File: src/rtl/tqv_periph_bus_initiator.sv
`default_nettype none
// ---------------------------------------------------------------------------
// tqv_periph_bus_initiator : single-access TinyQV peripheral bus master
// Revision: 1.0
// ---------------------------------------------------------------------------
module tqv_periph_bus_initiator #(
  parameter int TIMEOUT_CYCLES = 16
) (
  input  logic        clk,
  input  logic        rst_n,
  input  logic        req_valid,
  output logic        req_ready,
  input  logic        req_write,
  input  logic [1:0]  req_size,
  input  logic [5:0]  req_addr,
  input  logic [31:0] req_wdata,
  output logic        rsp_valid,
  input  logic        rsp_ready,
  output logic [31:0] rsp_rdata,
  output logic        rsp_error,
  output logic [5:0]  bus_address,
  output logic [31:0] bus_wdata,
  output logic [1:0]  bus_write_n,
  output logic [1:0]  bus_read_n,
  input  logic [31:0] bus_rdata,
  input  logic        bus_ready
);

  typedef enum logic [1:0] {
    IDLE   = 2'd0,
    GAP    = 2'd1,
    ACCESS = 2'd2,
    RESP   = 2'd3
  } state_t;

  localparam logic [7:0] TMO_LAST = 8'(TIMEOUT_CYCLES - 1);

  state_t      state_q, state_d;
  logic [7:0]  cnt_q, cnt_d;
  logic [1:0]  size_q, size_d;
  logic        write_q, write_d;
  logic [5:0]  addr_q, addr_d;
  logic [31:0] wdata_q, wdata_d;
  logic [1:0]  read_n_q, read_n_d;
  logic [1:0]  write_n_q, write_n_d;
  logic        rsp_valid_q, rsp_valid_d;
  logic [31:0] rdata_q, rdata_d;
  logic        err_q, err_d;
  logic [31:0] rdata_masked;

  always_ff @(posedge clk) begin
    if (!rst_n) begin
      state_q     <= IDLE;
      cnt_q       <= 8'd0;
      size_q      <= 2'b00;
      write_q     <= 1'b0;
      addr_q      <= 6'd0;
      wdata_q     <= 32'd0;
      read_n_q    <= 2'b11;
      write_n_q   <= 2'b11;
      rsp_valid_q <= 1'b0;
      rdata_q     <= 32'd0;
      err_q       <= 1'b0;
    end else begin
      state_q     <= state_d;
      cnt_q       <= cnt_d;
      size_q      <= size_d;
      write_q     <= write_d;
      addr_q      <= addr_d;
      wdata_q     <= wdata_d;
      read_n_q    <= read_n_d;
      write_n_q   <= write_n_d;
      rsp_valid_q <= rsp_valid_d;
      rdata_q     <= rdata_d;
      err_q       <= err_d;
    end
  end

  always_comb begin
    case (size_q)
      2'b00:   rdata_masked = {24'd0, bus_rdata[7:0]};
      2'b01:   rdata_masked = {16'd0, bus_rdata[15:0]};
      default: rdata_masked = bus_rdata;
    endcase
  end

  always_comb begin
    state_d     = state_q;
    cnt_d       = cnt_q;
    size_d      = size_q;
    write_d     = write_q;
    addr_d      = addr_q;
    wdata_d     = wdata_q;
    read_n_d    = read_n_q;
    write_n_d   = write_n_q;
    rsp_valid_d = rsp_valid_q;
    rdata_d     = rdata_q;
    err_d       = err_q;

    case (state_q)
      IDLE: begin
        if (req_valid) begin
          size_d  = req_size;
          write_d = req_write;
          if (req_size == 2'b11) begin
            state_d     = RESP;
            rsp_valid_d = 1'b1;
            err_d       = 1'b1;
            rdata_d     = 32'd0;
          end else begin
            // Strobes are loaded here so they are high from the first ACCESS cycle.
            state_d = ACCESS;
            addr_d  = req_addr;
            wdata_d = req_wdata;
            cnt_d   = 8'd0;
            if (req_write) write_n_d = req_size;
            else           read_n_d  = req_size;
          end
        end
      end
      ACCESS: begin
        if (bus_ready) begin
          state_d     = RESP;
          rsp_valid_d = 1'b1;
          err_d       = 1'b0;
          rdata_d     = write_q ? 32'd0 : rdata_masked;
          read_n_d    = 2'b11;
          write_n_d   = 2'b11;
        end else if (cnt_q == TMO_LAST) begin
          state_d     = RESP;
          rsp_valid_d = 1'b1;
          err_d       = 1'b1;
          rdata_d     = 32'd0;
          read_n_d    = 2'b11;
          write_n_d   = 2'b11;
        end else begin
          cnt_d = cnt_q + 8'd1;
        end
      end
      RESP: begin
        if (rsp_ready) begin
          state_d     = GAP;
          rsp_valid_d = 1'b0;
        end
      end
      GAP: begin
        state_d = IDLE;
      end
      default: begin
        state_d = IDLE;
      end
    endcase
  end

  assign req_ready   = rst_n & (state_q == IDLE);
  assign rsp_valid   = rsp_valid_q;
  assign rsp_rdata   = rdata_q;
  assign rsp_error   = err_q;
  assign bus_address = addr_q;
  assign bus_wdata   = wdata_q;
  assign bus_write_n = write_n_q;
  assign bus_read_n  = read_n_q;

endmodule
`default_nettype wire

File: config.mk
export PLATFORM = sky130hd
export DESIGN_NAME = tqv_periph_bus_initiator
export DESIGN_NICKNAME = d
export VERILOG_FILES = /design/src/rtl/tqv_periph_bus_initiator.sv
export SDC_FILE = /design/constraint.sdc
export NUM_CORES = 1
export LEC_CHECK = 0
export ABC_AREA = 1
export CAP_MARGIN = 15
export CORE_ASPECT_RATIO = 1.75
export CORE_UTILIZATION = 42
export DETAILED_ROUTE_END_ITERATION = 7
export PLACE_DENSITY = 0.91
export SYNTH_ARGS = -nofsm -noshare
export SYNTH_HDL_FRONTEND = slang
export SYNTH_SLANG_ARGS = --single-unit
File: constraint.sdc
create_clock -name clk -period 1.8 [get_ports clk]
set_clock_uncertainty 0.2 [all_clocks]
set_input_delay 0.45 -clock clk [delete_from_list [all_inputs] [get_ports clk]]
set_output_delay 0.45 -clock clk [all_outputs]
set_load 0.02 [all_outputs]
==> metrics <==
YS warnings=0; Worst path top cell family by delay=flip-flops; FF+latch count, synth=a little under 90; critical path's slowest cell=dfxtp_1; Post-Syn Nets=534; first-pass GRT wire length=16100 um; DP Wirelength=7160 um; Syn Area/Cell=7.91 sq um; CP startpoint kind=flip-flop; clock network fraction of total power=31.7%; Core Region=around 8300 sq um; synthesis-to-finish area growth=51.4%; Sw Share=29.2%; TritonCTS buffer count=9; number of fill cells in the layout=707; Seq/Total Area, Yosys=49.5%; Slew Viols, Final=0; CTS Root Cell=clkbuf_16; initial antenna violation count=0; Rel. slew slack=73.2%; Max Cap Viol=0; H-tree depth=3; Routed Antenna Nets=0; final setup vio count=0; register share of total power=44.1%; CP max stage delay=roughly 0.33 ns; Initial Util=43.3%; minimum clock period after layout=approximately 1.7 ns; worst-path cell chain=nor2_4, inv_1, nor2_1, buf_4; number of I/O port buffers=approximately 150; DRC Markers=0; clk sink count=89; Vias/cell=4.98; maximum vdd ir drop=roughly 660 uV; Gate power share=between 20% and 30%; register area=1780 sq um; Multi-input gate area=1570 sq um; synthesized cell area=3600 sq um; Post-layout nets=692; DIE HEIGHT=124 um; CP max FO=2; CTS tree=yes; wire length per cell=13.5 um; die area=8960 sq um; gpl congestion=between 0.8 and 0.9; unrepaired setup endpoints after global routing=false; Reg clk slew, reported paths=roughly 0.06 ns; number of vias in the routed layout=about 3.6k; largest net degree at the start of global routing=47; gr ovfl total=0; 1st-pass router iterations=5; Pleak=2.49 nW; Ports=155; dpl cells=roughly 720; share of layout cells above drive strength 1=10.3%; Rows=between 40 and 50; number of global-route vias before repair=3655; WP data required=1.15 ns; Clk Latency, worst-skew pair=approximately 0.33 ns; final hold vios=0; non-filler cells, final=729; Ant. Diodes=0; Min-Delay Path Class=reg2reg; Psw=1.46 mW; Slew @ Worst Pin=0.403 ns; Die X=between 70 and 80 um; Critical Path End Type=primary output; total track usage=22.6%; critical path class=reg2out; Clock Tree Buf Depth=2; Final Cycle Share=between 90% and 100%; final WL=approximately 9800 um; Post-Synthesis Cells=455; Worst Path Buf+Inv=2; PD cells=around 900 nW/um^2; P_int=3.54 mW; Synth cell types=30; fmax=slightly below 0.6 GHz; status=finished, final reports clean; CTS Hold Buffers Added=0; 1st-iter DRT viols=approximately 180; Design Power=approximately 5 mW; WP data arrival=between 1 and 1.5 ns
## power groups by stage
| stage | Clock (mW) | Combinational (mW) | Sequential (mW) |
|---|---|---|---|
| detailed placement | 0 | 1.29 | 2.25 |
| global route | 1.70 | 1.31 | 2.22 |
| global placement | 0 | 1.26 | 2.24 |
| CTS | 1.62 | 1.21 | 2.20 |
| floorplan | 0 | 0.529 | 2.41 |
| finish | 1.58 | 1.21 | 2.20 |
## area by class of cell
type                       instances  area share [%]
tap                              115            2.64
sequential                        89            32.7
clock buffer                      10            4.20
timing repair buffer             171            29.8
inverter                          23            1.58
multi-input combinational        319            28.9
clock inverter                     2           0.184
## logic make-up (layout without fill, tap and decap cells)
| family | count (synthesis) | after routing | share of synthesized area, % |
|---|---|---|---|
| buffers and inverters | 47 | 206 | 7.16 |
| adder cells (fa/ha/maj) | 1 | 1 | 0.348 |
| AND/OR/NAND/NOR | 230 | 230 | 29.8 |
| AO/OA/AOI/OAI | 87 | 87 | 12.9 |
| flip-flops | 89 | 89 | 49.5 |
| XOR/XNOR | 1 | 1 | 0.243 |
## through the flow
stage               cell area, sq um  setup WS (ns)  hold slack (ns)  setup TNS [ns]  utilization, %
floorplan                       3600          0.134            0.229               0               -
global placement                5290         -0.521            0.242          -15.01            63.7
detailed placement              5290         -0.555            0.255          -16.92            63.7
CTS                             5430        0.00417            0.261               0            65.3
global route                    5450        0.00195            0.276               0            65.5
finish                          5450         0.0693            0.257               0            65.5
## timing repair
| action | in CTS | in global routing |
|---|---|---|
| hold endpoints to repair | 0 | 0 |
| setup buffers | 0 | 0 |
| pin swaps | 1 | 1 |
| resized for setup | 82 | 7 |
| setup endpoints to repair | 77 | 46 |
## per-layer routing
layer	share of wire (%)	global-route usage [%]	up-vias
li1	-	-	1805
met1	37	23.5	1654
met2	53	40.6	148
met3	7.7	7.04	22
met4	2.7	10.0	0
met5	0	0	-
## tightest hold or removal path: stages (launching register included)
cell and delay [ns]:
dfxtp_1 0.30, nand2_1 0.06, a21oi_1 0.05
## worst paths after layout
kind	start	slack, ns	endpoint	cells past startpoint
min reg2reg	rsp_rdata[18]	0.26	rsp_rdata[18]	2
min	rsp_rdata[18]	0.26	rsp_rdata[18]	2
max reg2reg	cnt_q[1]	0.10	bus_write_n[0]	7
max	state_q[1]	0.07	req_ready	4
## cells in the mapped netlist
| cell type | count | area, sq um |
|---|---|---|
| a211oi_1 | 1 | 7.51 |
| dfxtp_1 | 89 | 1780 |
| inv_2 | 3 | 11.3 |
| buf_2 | 5 | 25.0 |
| a21oi_2 | 1 | 8.76 |
| nor2_2 | 3 | 18.8 |
| nand2_1 | 68 | 255 |
| o21bai_2 | 2 | 22.5 |
| ha_1 | 1 | 12.5 |
| nand2_4 | 4 | 45.0 |
| buf_1 | 1 | 3.75 |
| nor2_4 | 3 | 33.8 |
| nand2_2 | 5 | 31.3 |
| nor2_8 | 2 | 40.0 |
| clkinv_1 | 1 | 3.75 |
| nor2_1 | 93 | 349 |
| o21ai_4 | 1 | 16.3 |
| nand3_1 | 28 | 140 |
| inv_1 | 19 | 71.3 |
| nand3_4 | 1 | 17.5 |
| a21oi_1 | 42 | 210 |
| clkbuf_1 | 8 | 30.0 |
| o21ai_0 | 39 | 195 |
| nor3_1 | 2 | 10.0 |
| buf_6 | 10 | 113 |
| nand4_1 | 17 | 106 |
| or2_2 | 3 | 18.8 |
| nand3b_1 | 1 | 7.51 |
| o21ai_1 | 1 | 5.00 |
| xor2_1 | 1 | 8.76 |
## placed cells by master (no fill, tap or decap), types with 17 or more instances in the layout
cell type	netlist	final
nand4_1	17	17
dlygate4sd2_1	0	77
o21ai_0	39	39
inv_1	19	18
a21oi_1	42	42
nand2_1	68	68
clkdlybuf4s50_1	0	76
dfxtp_1	89	88
nor2_1	93	91
nand3_1	28	27
## state kept, by name, indices dropped and copies added (netlist names)
name	flops
bus_write_n	2
bus_read_n	2
bus_wdata	32
bus_address	6
rsp_error	1
rsp_rdata	32
write_q	1
cnt_q	8
size_q	2
rsp_valid	1
state_q	2
No activity file was read; power rests on OpenSTA's default activity.
